`src/rtl/ft245_pkg.sv`:
```
// Shared FSM encodings and default geometry for the FT245-style FIFO responder.
package ft245_pkg;

  localparam int DEFAULT_DATA_WIDTH = 8;
  localparam int DEFAULT_DEPTH      = 16;
  localparam int DEFAULT_T_PRE      = 2;

  typedef enum logic [1:0] {
    RD_IDLE   = 2'd0,
    RD_ACTIVE = 2'd1,
    RD_PRE    = 2'd2
  } rd_state_t;

  typedef enum logic [1:0] {
    WR_IDLE   = 2'd0,
    WR_ACTIVE = 2'd1,
    WR_PRE    = 2'd2
  } wr_state_t;

  typedef struct packed {
    rd_state_t rd;
    wr_state_t wr;
  } side_state_t;

endpackage

```
`src/rtl/ft245_sync_fifo.sv`:
```
// Single-clock circular buffer with occupancy count; DEPTH must be a power of 2
// so the pointers wrap naturally.
module ft245_sync_fifo #(
  parameter int WIDTH = 8,
  parameter int DEPTH = 16
) (
  input  logic                     clk,
  input  logic                     rst_n,
  input  logic                     push,
  input  logic [WIDTH-1:0]         push_data,
  input  logic                     pop,
  output logic [WIDTH-1:0]         head,
  output logic [$clog2(DEPTH):0]   count,
  output logic                     full,
  output logic                     empty
);

  localparam int AW = $clog2(DEPTH);
  localparam logic [AW:0] ONE      = (AW + 1)'(1);
  localparam logic [AW:0] FULL_CNT = (AW + 1)'(DEPTH);

  logic [WIDTH-1:0] mem [DEPTH];
  logic [AW-1:0]    wr_ptr;
  logic [AW-1:0]    rd_ptr;
  logic             push_en;
  logic             pop_en;

  assign full    = (count == FULL_CNT);
  assign empty   = (count == '0);
  assign push_en = push & ~full;
  assign pop_en  = pop & ~empty;
  assign head    = mem[rd_ptr];

  always_ff @(posedge clk) begin
    if (push_en) mem[wr_ptr] <= push_data;
  end

  always_ff @(posedge clk or negedge rst_n) begin
    if (!rst_n) begin
      wr_ptr <= '0;
      rd_ptr <= '0;
      count  <= '0;
    end else begin
      if (push_en) wr_ptr <= wr_ptr + 1'b1;
      if (pop_en)  rd_ptr <= rd_ptr + 1'b1;
      case ({push_en, pop_en})
        2'b10:   count <= count + ONE;
        2'b01:   count <= count - ONE;
        default: count <= count;
      endcase
    end
  end

endmodule

```
`src/rtl/ft245_fifo_responder.sv`:
```
// Device side of an FT245-style async FIFO bus: host strobes read/write bytes,
// a local source fills the RX buffer and a local sink drains the TX buffer.
module ft245_fifo_responder
  import ft245_pkg::*;
#(
  parameter int DATA_WIDTH = DEFAULT_DATA_WIDTH,
  parameter int DEPTH      = DEFAULT_DEPTH,
  parameter int T_PRE      = DEFAULT_T_PRE
) (
  input  logic                    clk,
  input  logic                    rst,
  output logic                    oFIFO_RXF_n,
  input  logic                    iFIFO_RD_n,
  output logic [DATA_WIDTH-1:0]   oFIFO_RD_DATA,
  output logic                    oFIFO_RD_OE,
  output logic                    oFIFO_TXE_n,
  input  logic                    iFIFO_WR_n,
  input  logic [DATA_WIDTH-1:0]   iFIFO_WR_DATA,
  input  logic [DATA_WIDTH-1:0]   iSRC_DATA,
  input  logic                    iSRC_VALID,
  output logic                    oSRC_READY,
  output logic [DATA_WIDTH-1:0]   oSNK_DATA,
  output logic                    oSNK_VALID,
  input  logic                    iSNK_READY,
  output logic [$clog2(DEPTH):0]  oRX_COUNT,
  output logic [$clog2(DEPTH):0]  oTX_COUNT,
  output logic                    oPROTO_ERR,
  output side_state_t             dbg_state
);

  localparam int PW = (T_PRE > 1) ? $clog2(T_PRE + 1) : 1;
  localparam logic [PW-1:0] PRE_LOAD = PW'(T_PRE - 1);

  // Handshake rule (source and sink): a word moves on a clock edge where
  // valid and ready are both high; ready never depends on valid.

  rd_state_t rd_state, rd_next;
  wr_state_t wr_state, wr_next;
  logic [PW-1:0] rd_pre_cnt, wr_pre_cnt;
  logic rd_prev, wr_prev, rd_armed, wr_armed;
  logic rd_fall, rd_rise, wr_fall, wr_rise;
  logic rd_err, wr_err;
  logic rx_push, rx_pop, rx_full, rx_empty;
  logic tx_push, tx_pop, tx_full, tx_empty;
  logic [DATA_WIDTH-1:0] rx_head, tx_head;

  // A strobe held low through reset only counts once it has been seen high.
  assign rd_fall = rd_armed & rd_prev & ~iFIFO_RD_n;
  assign rd_rise = ~rd_prev & iFIFO_RD_n;
  assign wr_fall = wr_armed & wr_prev & ~iFIFO_WR_n;
  assign wr_rise = ~wr_prev & iFIFO_WR_n;

  assign oFIFO_RXF_n = (rd_state != RD_IDLE) | rx_empty;
  assign oFIFO_TXE_n = (wr_state != WR_IDLE) | tx_full;
  assign oFIFO_RD_OE = (rd_state == RD_ACTIVE);
  assign oSRC_READY  = ~rx_full;
  assign rx_push     = iSRC_VALID & oSRC_READY;
  assign oSNK_VALID  = ~tx_empty;
  assign oSNK_DATA   = tx_head;
  assign tx_pop      = oSNK_VALID & iSNK_READY;
  assign dbg_state   = '{rd: rd_state, wr: wr_state};

  always_comb begin
    rd_next = rd_state;
    rx_pop  = 1'b0;
    rd_err  = 1'b0;
    case (rd_state)
      RD_IDLE: begin
        if (rd_fall) begin
          if (!rx_empty) rd_next = RD_ACTIVE;
          else           rd_err  = 1'b1;
        end
      end
      RD_ACTIVE: begin
        if (rd_rise) begin
          rd_next = RD_PRE;
          rx_pop  = 1'b1;
        end
      end
      RD_PRE: begin
        if (rd_pre_cnt == '0) rd_next = RD_IDLE;
        if (rd_fall)          rd_err  = 1'b1;
      end
      default: rd_next = RD_IDLE;
    endcase
  end

  always_comb begin
    wr_next = wr_state;
    tx_push = 1'b0;
    wr_err  = 1'b0;
    case (wr_state)
      WR_IDLE: begin
        if (wr_fall) begin
          if (!tx_full) begin
            wr_next = WR_ACTIVE;
            tx_push = 1'b1;
          end else begin
            wr_err = 1'b1;
          end
        end
      end
      WR_ACTIVE: begin
        if (wr_rise) wr_next = WR_PRE;
      end
      WR_PRE: begin
        if (wr_pre_cnt == '0) wr_next = WR_IDLE;
        if (wr_fall)          wr_err  = 1'b1;
      end
      default: wr_next = WR_IDLE;
    endcase
  end

  always_ff @(posedge clk or negedge rst) begin
    if (!rst) begin
      rd_state      <= RD_IDLE;
      wr_state      <= WR_IDLE;
      rd_pre_cnt    <= '0;
      wr_pre_cnt    <= '0;
      rd_prev       <= 1'b1;
      wr_prev       <= 1'b1;
      rd_armed      <= 1'b0;
      wr_armed      <= 1'b0;
      oFIFO_RD_DATA <= '0;
      oPROTO_ERR    <= 1'b0;
    end else begin
      rd_state <= rd_next;
      wr_state <= wr_next;
      rd_prev  <= iFIFO_RD_n;
      wr_prev  <= iFIFO_WR_n;
      rd_armed <= rd_armed | iFIFO_RD_n;
      wr_armed <= wr_armed | iFIFO_WR_n;
      // Latch the head once so the bus value stays put for the whole strobe.
      if (rd_state == RD_IDLE && rd_next == RD_ACTIVE) oFIFO_RD_DATA <= rx_head;
      if (rd_state != RD_PRE && rd_next == RD_PRE)    rd_pre_cnt <= PRE_LOAD;
      else if (rd_state == RD_PRE && rd_pre_cnt != '0) rd_pre_cnt <= rd_pre_cnt - 1'b1;
      if (wr_state != WR_PRE && wr_next == WR_PRE)    wr_pre_cnt <= PRE_LOAD;
      else if (wr_state == WR_PRE && wr_pre_cnt != '0) wr_pre_cnt <= wr_pre_cnt - 1'b1;
      if (rd_err || wr_err || (!iFIFO_RD_n && !iFIFO_WR_n)) oPROTO_ERR <= 1'b1;
    end
  end

  ft245_sync_fifo #(.WIDTH(DATA_WIDTH), .DEPTH(DEPTH)) u_rx_fifo (
    .clk       (clk),
    .rst_n     (rst),
    .push      (rx_push),
    .push_data (iSRC_DATA),
    .pop       (rx_pop),
    .head      (rx_head),
    .count     (oRX_COUNT),
    .full      (rx_full),
    .empty     (rx_empty)
  );

  ft245_sync_fifo #(.WIDTH(DATA_WIDTH), .DEPTH(DEPTH)) u_tx_fifo (
    .clk       (clk),
    .rst_n     (rst),
    .push      (tx_push),
    .push_data (iFIFO_WR_DATA),
    .pop       (tx_pop),
    .head      (tx_head),
    .count     (oTX_COUNT),
    .full      (tx_full),
    .empty     (tx_empty)
  );

endmodule
```
`config.mk`:
```
export PLATFORM = sky130hd
export DESIGN_NAME = ft245_fifo_responder
export DESIGN_NICKNAME = d
export VERILOG_FILES = /design/src/rtl/ft245_pkg.sv /design/src/rtl/ft245_sync_fifo.sv /design/src/rtl/ft245_fifo_responder.sv
export SDC_FILE = /design/constraint.sdc
export NUM_CORES = 1
export LEC_CHECK = 0
export CORE_ASPECT_RATIO = 0.8
export CORE_UTILIZATION = 60
export CTS_CLUSTER_SIZE = 8
export DETAILED_ROUTE_END_ITERATION = 8
export PLACE_DENSITY = 0.79
export SETUP_SLACK_MARGIN = 0.02
export SKIP_CTS_REPAIR_TIMING = 1
export SYNTH_ARGS = -nofsm -noshare
export SYNTH_HDL_FRONTEND = slang
export SYNTH_SLANG_ARGS = --single-unit
export TNS_END_PERCENT = 1
```
`constraint.sdc`:
```
create_clock -name clk -period 6.4 [get_ports clk]
set_input_delay 0.96 -clock clk [delete_from_list [all_inputs] [get_ports clk]]
set_output_delay 0.96 -clock clk [all_outputs]
set_load 0.02 [all_outputs]
```
==> results.json, run 1 <==
{
  "drt_iter0_drc": 451,
  "syn_nets": 690,
  "vias": 6407,
  "cp_num_buf_inv": 2,
  "crit_path_top_delay_cell": "mux4_2",
  "hpwl_um": 15200,
  "status": "finished, final reports clean",
  "synth_top_area_share_pct": 62.4,
  "rows": 46,
  "fmax_mhz": 236,
  "post_drt_wl_per_cell_um": 26.0,
  "grt_pass1_vias": 6704,
  "diodes": 0,
  "synth_cells": 647,
  "reg2reg_to": "u_tx_fifo.count[4]",
  "p_sw_uw": 2040,
  "reg2reg_depth": 9,
  "slowest_delay_ns": 0.60,
  "antenna_found_initial": 0,
  "htreeDepth": 2,
  "clk_latency_ns": 0.53,
  "cellLeakagePower_uw": 0.00483,
  "cts_tree": "done",
  "crit_fanout": 27,
  "grt_max_degree": 48,
  "crit_family": "multiplexers",
  "route.detailed.drc": 0,
  "grt_first_pass_wirelength_um": 39200,
  "cts_buffer_depth": 3,
  "path_clk_slew_ns": 0.05,
  "ys_types": 50,
  "die_y_um": 130,
  "startpoint_type": "register",
  "internal_power_uw": 4610,
  "via_per_inst": 6.34,
  "avgSynthCellArea_um2": 19.0,
  "p_per_area_nw_per_um2": 463,
  "cts_buffers": 43,
  "cts.sinks": 303,
  "tightest_slew_ns": 1.28,
  "root_buffer": "clkbuf_16",
  "r2r_slack_ns": 3.25,
  "die_x_um": 162,
  "worstSetupEndpoint": "oSNK_DATA[2]",
  "swShare_pct": 30.6,
  "crit_top_cell": "mux4_2",
  "synthesis.area_um2": 12300,
  "synth-seq-cells": 303,
  "drt.antenna.violating_nets": 0,
  "ys_seq_area_share_pct": 72.0,
  "reg2reg_from": "u_tx_fifo.count[2]",
  "groute.usage.overall_pct": 26.1,
  "slew_viol_final": 0,
  "required_ns": 5.44,
  "rsz0062_at_grt": "no",
  "nets": 765,
  "arrival_ns": 3.29,
  "wirelength_um": 26300,
  "fill_cells": 1140,
  "place_ws_ns": 2.55,
  "port_buffers": 57,
  "finalWorstPathRequiredPeriod_ns": 4.25,
  "die_area_um2": 21100,
  "drive_gt1_share_pct": 21.0,
  "finalWorstSetupSlack_ns": 2.15,
  "p_total_uw": 6650,
  "combPwrFrac_pct": 28.8,
  "final-setup-viol-count": 0,
  "clock_skew_ns": 0.0204,
  "cp.depth": 4,
  "critical_path.cell_chain": "buf_4 > mux4_2 > mux4_2 > clkdlybuf4s50_1",
  "first_pass_iters": 4,
  "fin_crit_sh_pct": 66.3,
  "hold_class": "reg -> reg",
  "yosysTopAreaCell": "edfxtp_1",
  "globalplace.congestion": 0.763,
  "clockPowerShare_pct": 31.1,
  "hold_viol_final": 0,
  "start_util_pct": 61.7,
  "maxCapViolations": 0,
  "critical_path_class": "reg -> out",
  "relSlewSlack_pct": 14.5,
  "max-vdd-ir-drop_mv": 0.300,
  "seqPwrFrac_pct": 40.1,
  "yosys-top-cells-area": "edfxtp_1 62%, mux4_2 13%, dfrtp_1 9.1%",
  "syn_to_final_growth_pct": 16.6,
  "critPathLaunch": "u_tx_fifo.rd_ptr[0]",
  "end_kind": "output pin",
  "core_area_um2": 20000,
  "ios": 58,
  "grt_overflow_total": 0,
  "synth_warnings": 0,
  "tns_ns": 0
}
-- Yosys cell counts, drive strengths merged --
cell / number
o22ai: 9
o211ai: 2
mux2i: 9
edfxtp: 256
nand2b: 9
a311oi: 2
ha: 20
a221o: 1
xor2: 6
nor2: 39
nor2b: 7
or2: 4
nand2: 25
inv: 16
mux4: 72
a221oi: 8
nand3: 1
a21boi: 1
nand4: 5
nor4: 1
nor4b: 1
nor3: 9
a21oi: 10
fa: 1
and2: 2
and4bb: 1
nor3b: 2
mux2: 4
a2111oi: 1
o21a: 1
a21o: 3
o41ai: 1
nand3b: 1
or3: 3
xnor2: 14
and3b: 1
o31a: 1
dfstp: 2
o311a: 2
o211a: 1
o21ai: 13
clkbuf: 14
buf: 21
dfrtp: 45
-- power by group through the flow --
stage | logic [uW] | clock network [uW] | registers [uW]
after floorplan | 1350 | 0 | 2610
after global placement | 1840 | 0 | 2660
after detailed placement | 1910 | 0 | 2690
after CTS | 1930 | 2090 | 2670
after global routing | 2060 | 2170 | 2700
final | 1910 | 2070 | 2670
-- final cells by class --
class                           count  area (um2)  area share (%)
Inverter                           16        60.1           0.418
Timing Repair Buffer               65         626            4.36
Clock inverter                      1        20.0           0.139
Sequential cell                   303        8870            61.8
Tap cell                          264         330            2.30
Clock buffer                       69        1220            8.47
Multi-Input combinational cell    293        3230            22.5
-- worst reg2reg max path: cells and delay by family (launching register included) --
kind	cells	cell delay, ns
xor gates and xnor gates	1	0.21
and+or+nand+nor	2	0.86
AOI/OAI and AO/OA	4	0.87
adders and majority gates	2	0.64
DFF	1	0.48
-- cells in the final DEF (no fill, tap or decap), types with 7 or more instances in the layout --
master / instances
o22ai_1: 9
clkbuf_16: 45
dfrtp_1: 43
nor2_1: 39
mux4_2: 72
clkbuf_1: 24
ha_1: 20
inv_1: 16
nand2b_1: 9
o21ai_0: 13
a21oi_1: 10
a221oi_2: 8
nand2_1: 25
mux2i_1: 9
buf_4: 8
nor2b_1: 7
edfxtp_1: 256
clkdlybuf4s50_1: 56
xnor2_1: 14
-- how the worst min path moves through the flow --
stage | from | to | slack, ns | depth (start not counted)
detailed placement | rd_armed | rd_armed | 0.45 | 1
finish | rd_armed | rd_armed | 0.47 | 1
global route | rd_armed | rd_armed | 0.49 | 1
CTS | rd_armed | rd_armed | 0.46 | 1
global placement | rd_armed | rd_armed | 0.44 | 1
floorplan | rd_armed | rd_armed | 0.43 | 1
-- routing by layer --
metal / up-vias / GRT usage [%] / part of all wire, % / wire, um
li1: 2724 / - / - / -
met1: 3323 / 36.0 / 41 / 10900
met2: 312 / 42.1 / 49 / 12900
met3: 48 / 5.37 / 7.3 / 1930
met4: 0 / 9.71 / 2.2 / 581
met5: - / 0 / 0 / 0
-- through the flow --
step	area [um2]	std cells	util, %	hold slack [ns]
detailed placement	13100	941	65.7	0.447
finish	14400	1011	71.9	0.467
floorplan	12300	647	-	0.428
global placement	13100	941	65.7	0.443
CTS	14400	1011	71.9	0.463
global route	14400	1011	71.9	0.490
-- flip-flops by register name, indices dropped and copies added, names as in the netlist --
register,count
oFIFO_RD_DATA,8
u_tx_fifo.rd_ptr,4
rd_armed,1
rd_state,2
rd_pre_cnt,2
u_rx_fifo.mem,128
u_tx_fifo.mem,128
wr_prev,1
wr_pre_cnt,2
u_rx_fifo.rd_ptr,4
u_rx_fifo.count,5
rd_prev,1
u_tx_fifo.wr_ptr,4
wr_armed,1
u_tx_fifo.count,5
oPROTO_ERR,1
wr_state,2
u_rx_fifo.wr_ptr,4
-- logic make-up (layout without fill, tap and decap cells) --
logic type,after synthesis,after routing,synth area share [%]
flip-flops,303,303,72.0
AND/OR/NAND/NOR,111,111,4.47
multiplexers,85,85,14.3
AO/OA/AOI/OAI,56,56,3.72
buffers and inverters,51,151,1.92
adder cells (fa/ha/maj),21,21,2.19
XOR/XNOR,20,20,1.42
(Power assumes the default switching activity.)
==> run 2, diff against run 1 <==
- clock period: 6.4 -> 4.1 ns (I/O delays scaled with it)
==> results.json, run 2 (same netlist as run 1, synthesis figures left out) <==
{
  "post_drt_wl_per_cell_um": 25.3,
  "rows": 46,
  "die_y_um": 130,
  "clk_latency_ns": 0.52,
  "tns_ns": 0,
  "groute.usage.overall_pct": 25.8,
  "final-setup-viol-count": 0,
  "nets": 775,
  "clock_skew_ns": 0.0148,
  "core_area_um2": 20000,
  "crit_top_cell": "mux4_2",
  "hold_viol_final": 0,
  "relSlewSlack_pct": 24.9,
  "globalplace.congestion": 0.796,
  "critical_path_class": "reg -> out",
  "rsz0062_at_grt": "no",
  "finalWorstPathRequiredPeriod_ns": 3.72,
  "drt.antenna.violating_nets": 0,
  "slew_viol_final": 0,
  "root_buffer": "clkbuf_16",
  "first_pass_iters": 5,
  "layout_common_cells": "256 x edfxtp_1, 72 x mux4_2, 56 x clkdlybuf4s50_1, 45 x clkbuf_16, 42 x dfrtp_1",
  "port_buffers": 57,
  "die_x_um": 162,
  "cellLeakagePower_uw": 0.00487,
  "path_clk_slew_ns": 0.05,
  "cts_buffers": 43,
  "cts_tree": "done",
  "wirelength_um": 25800,
  "post-route-util_pct": 72.1,
  "status": "finished, final reports clean",
  "ios": 58,
  "cts_buffer_depth": 3,
  "grt_first_pass_wirelength_um": 39200,
  "p_total_uw": 10400,
  "drive_gt1_share_pct": 21.7,
  "route.detailed.drc": 0,
  "p_per_area_nw_per_um2": 724,
  "multi_input_area_um2": 3210,
  "arrival_ns": 3.10,
  "reg2reg_depth": 9,
  "grt_max_degree": 48,
  "seq_area_um2": 8870,
  "crit_path_top_delay_cell": "dfrtp_2",
  "end_kind": "output pin",
  "crit_family": "multiplexers",
  "syn_to_final_growth_pct": 17.0,
  "fill_cells": 1108,
  "via_per_inst": 6.27,
  "startpoint_type": "register",
  "maxCapViolations": 0,
  "hold_class": "in -> async",
  "grt_overflow_total": 0,
  "slowest_delay_ns": 0.65,
  "grt_pass1_vias": 6672,
  "vias": 6405,
  "largest_registers": "u_rx_fifo.mem x128, u_tx_fifo.mem x128, oFIFO_RD_DATA x8",
  "die_area_um2": 21100,
  "drt_iter0_drc": 455,
  "layout_commonest_cell": "edfxtp_1",
  "critical_path.cell_chain": "buf_4 > mux4_2 > mux4_2 > clkdlybuf4s50_1",
  "crit_fanout": 14,
  "hpwl_um": 15300,
  "fin_crit_sh_pct": 90.7,
  "cts.sinks": 303,
  "start_util_pct": 61.7,
  "fmax_mhz": 269,
  "diodes": 0,
  "cp_num_buf_inv": 2,
  "cp.depth": 4,
  "tightest_slew_ns": 1.12,
  "antenna_found_initial": 0,
  "required_ns": 3.48,
  "max-vdd-ir-drop_mv": 0.466,
  "htreeDepth": 2
}
[run 2: cell types whose count changed in the layout (fill, tap and decap cells not counted), sizes merged]
cell  change
buf      +10
[run 2: through the flow]
stage / setup WS, ns / std cells / instance area, um2 / hold slack (ns)
4_1_cts: 0.314 / 1021 / 14400 / 0.350
3_3_place_gp: 0.713 / 951 / 13200 / 0.443
6_report: 0.382 / 1021 / 14400 / 0.295
5_1_grt: 0.219 / 1021 / 14400 / 0.402
2_1_floorplan: 1.14 / 647 / 12300 / 0.319
3_5_place_dp: 0.494 / 951 / 13200 / 0.443
[run 2: final timing paths]
check	start	to	slack, ns
setup / recovery	u_tx_fifo.rd_ptr[0]	oSNK_DATA[0]	0.38
hold / removal	rst	u_rx_fifo.count[3]	0.30
setup reg to reg	u_tx_fifo.count[2]	u_tx_fifo.count[4]	0.88
hold reg to reg	rd_armed	rd_armed	0.47
max in group asynchronous	rst	u_tx_fifo.rd_ptr[0]	3.02
min in group clk	rd_armed	rd_armed	0.47
[run 2: routing by layer]
| metal | track usage [%] | routed length [um] | vias to the layer above |
|---|---|---|---|
| li1 | - | - | 2744 |
| met1 | 38.1 | 11100 | 3349 |
| met2 | 40.3 | 12600 | 272 |
| met3 | 4.07 | 1650 | 40 |
| met4 | 8.21 | 425 | 0 |
| met5 | 0 | 0 | - |
[run 2: final cells by class]
| cell class | instances | share of cell area [%] |
|---|---|---|
| inverter | 16 | 0.417 |
| sequential | 303 | 61.6 |
| multi-input combinational | 293 | 22.3 |
| clock inverter | 1 | 0.139 |
| timing repair buffer | 75 | 4.86 |
| tap | 264 | 2.29 |
| clock buffer | 69 | 8.44 |
[run 2: report_power, final]
part	total [uW]	internal [uW]	leakage [uW]	switching (uW)
clock network	3230	2010	0.000593	1220
logic	2910	1490	0.00143	1430
registers	4280	3730	0.00285	549
total	10400	7230	0.00487	3200
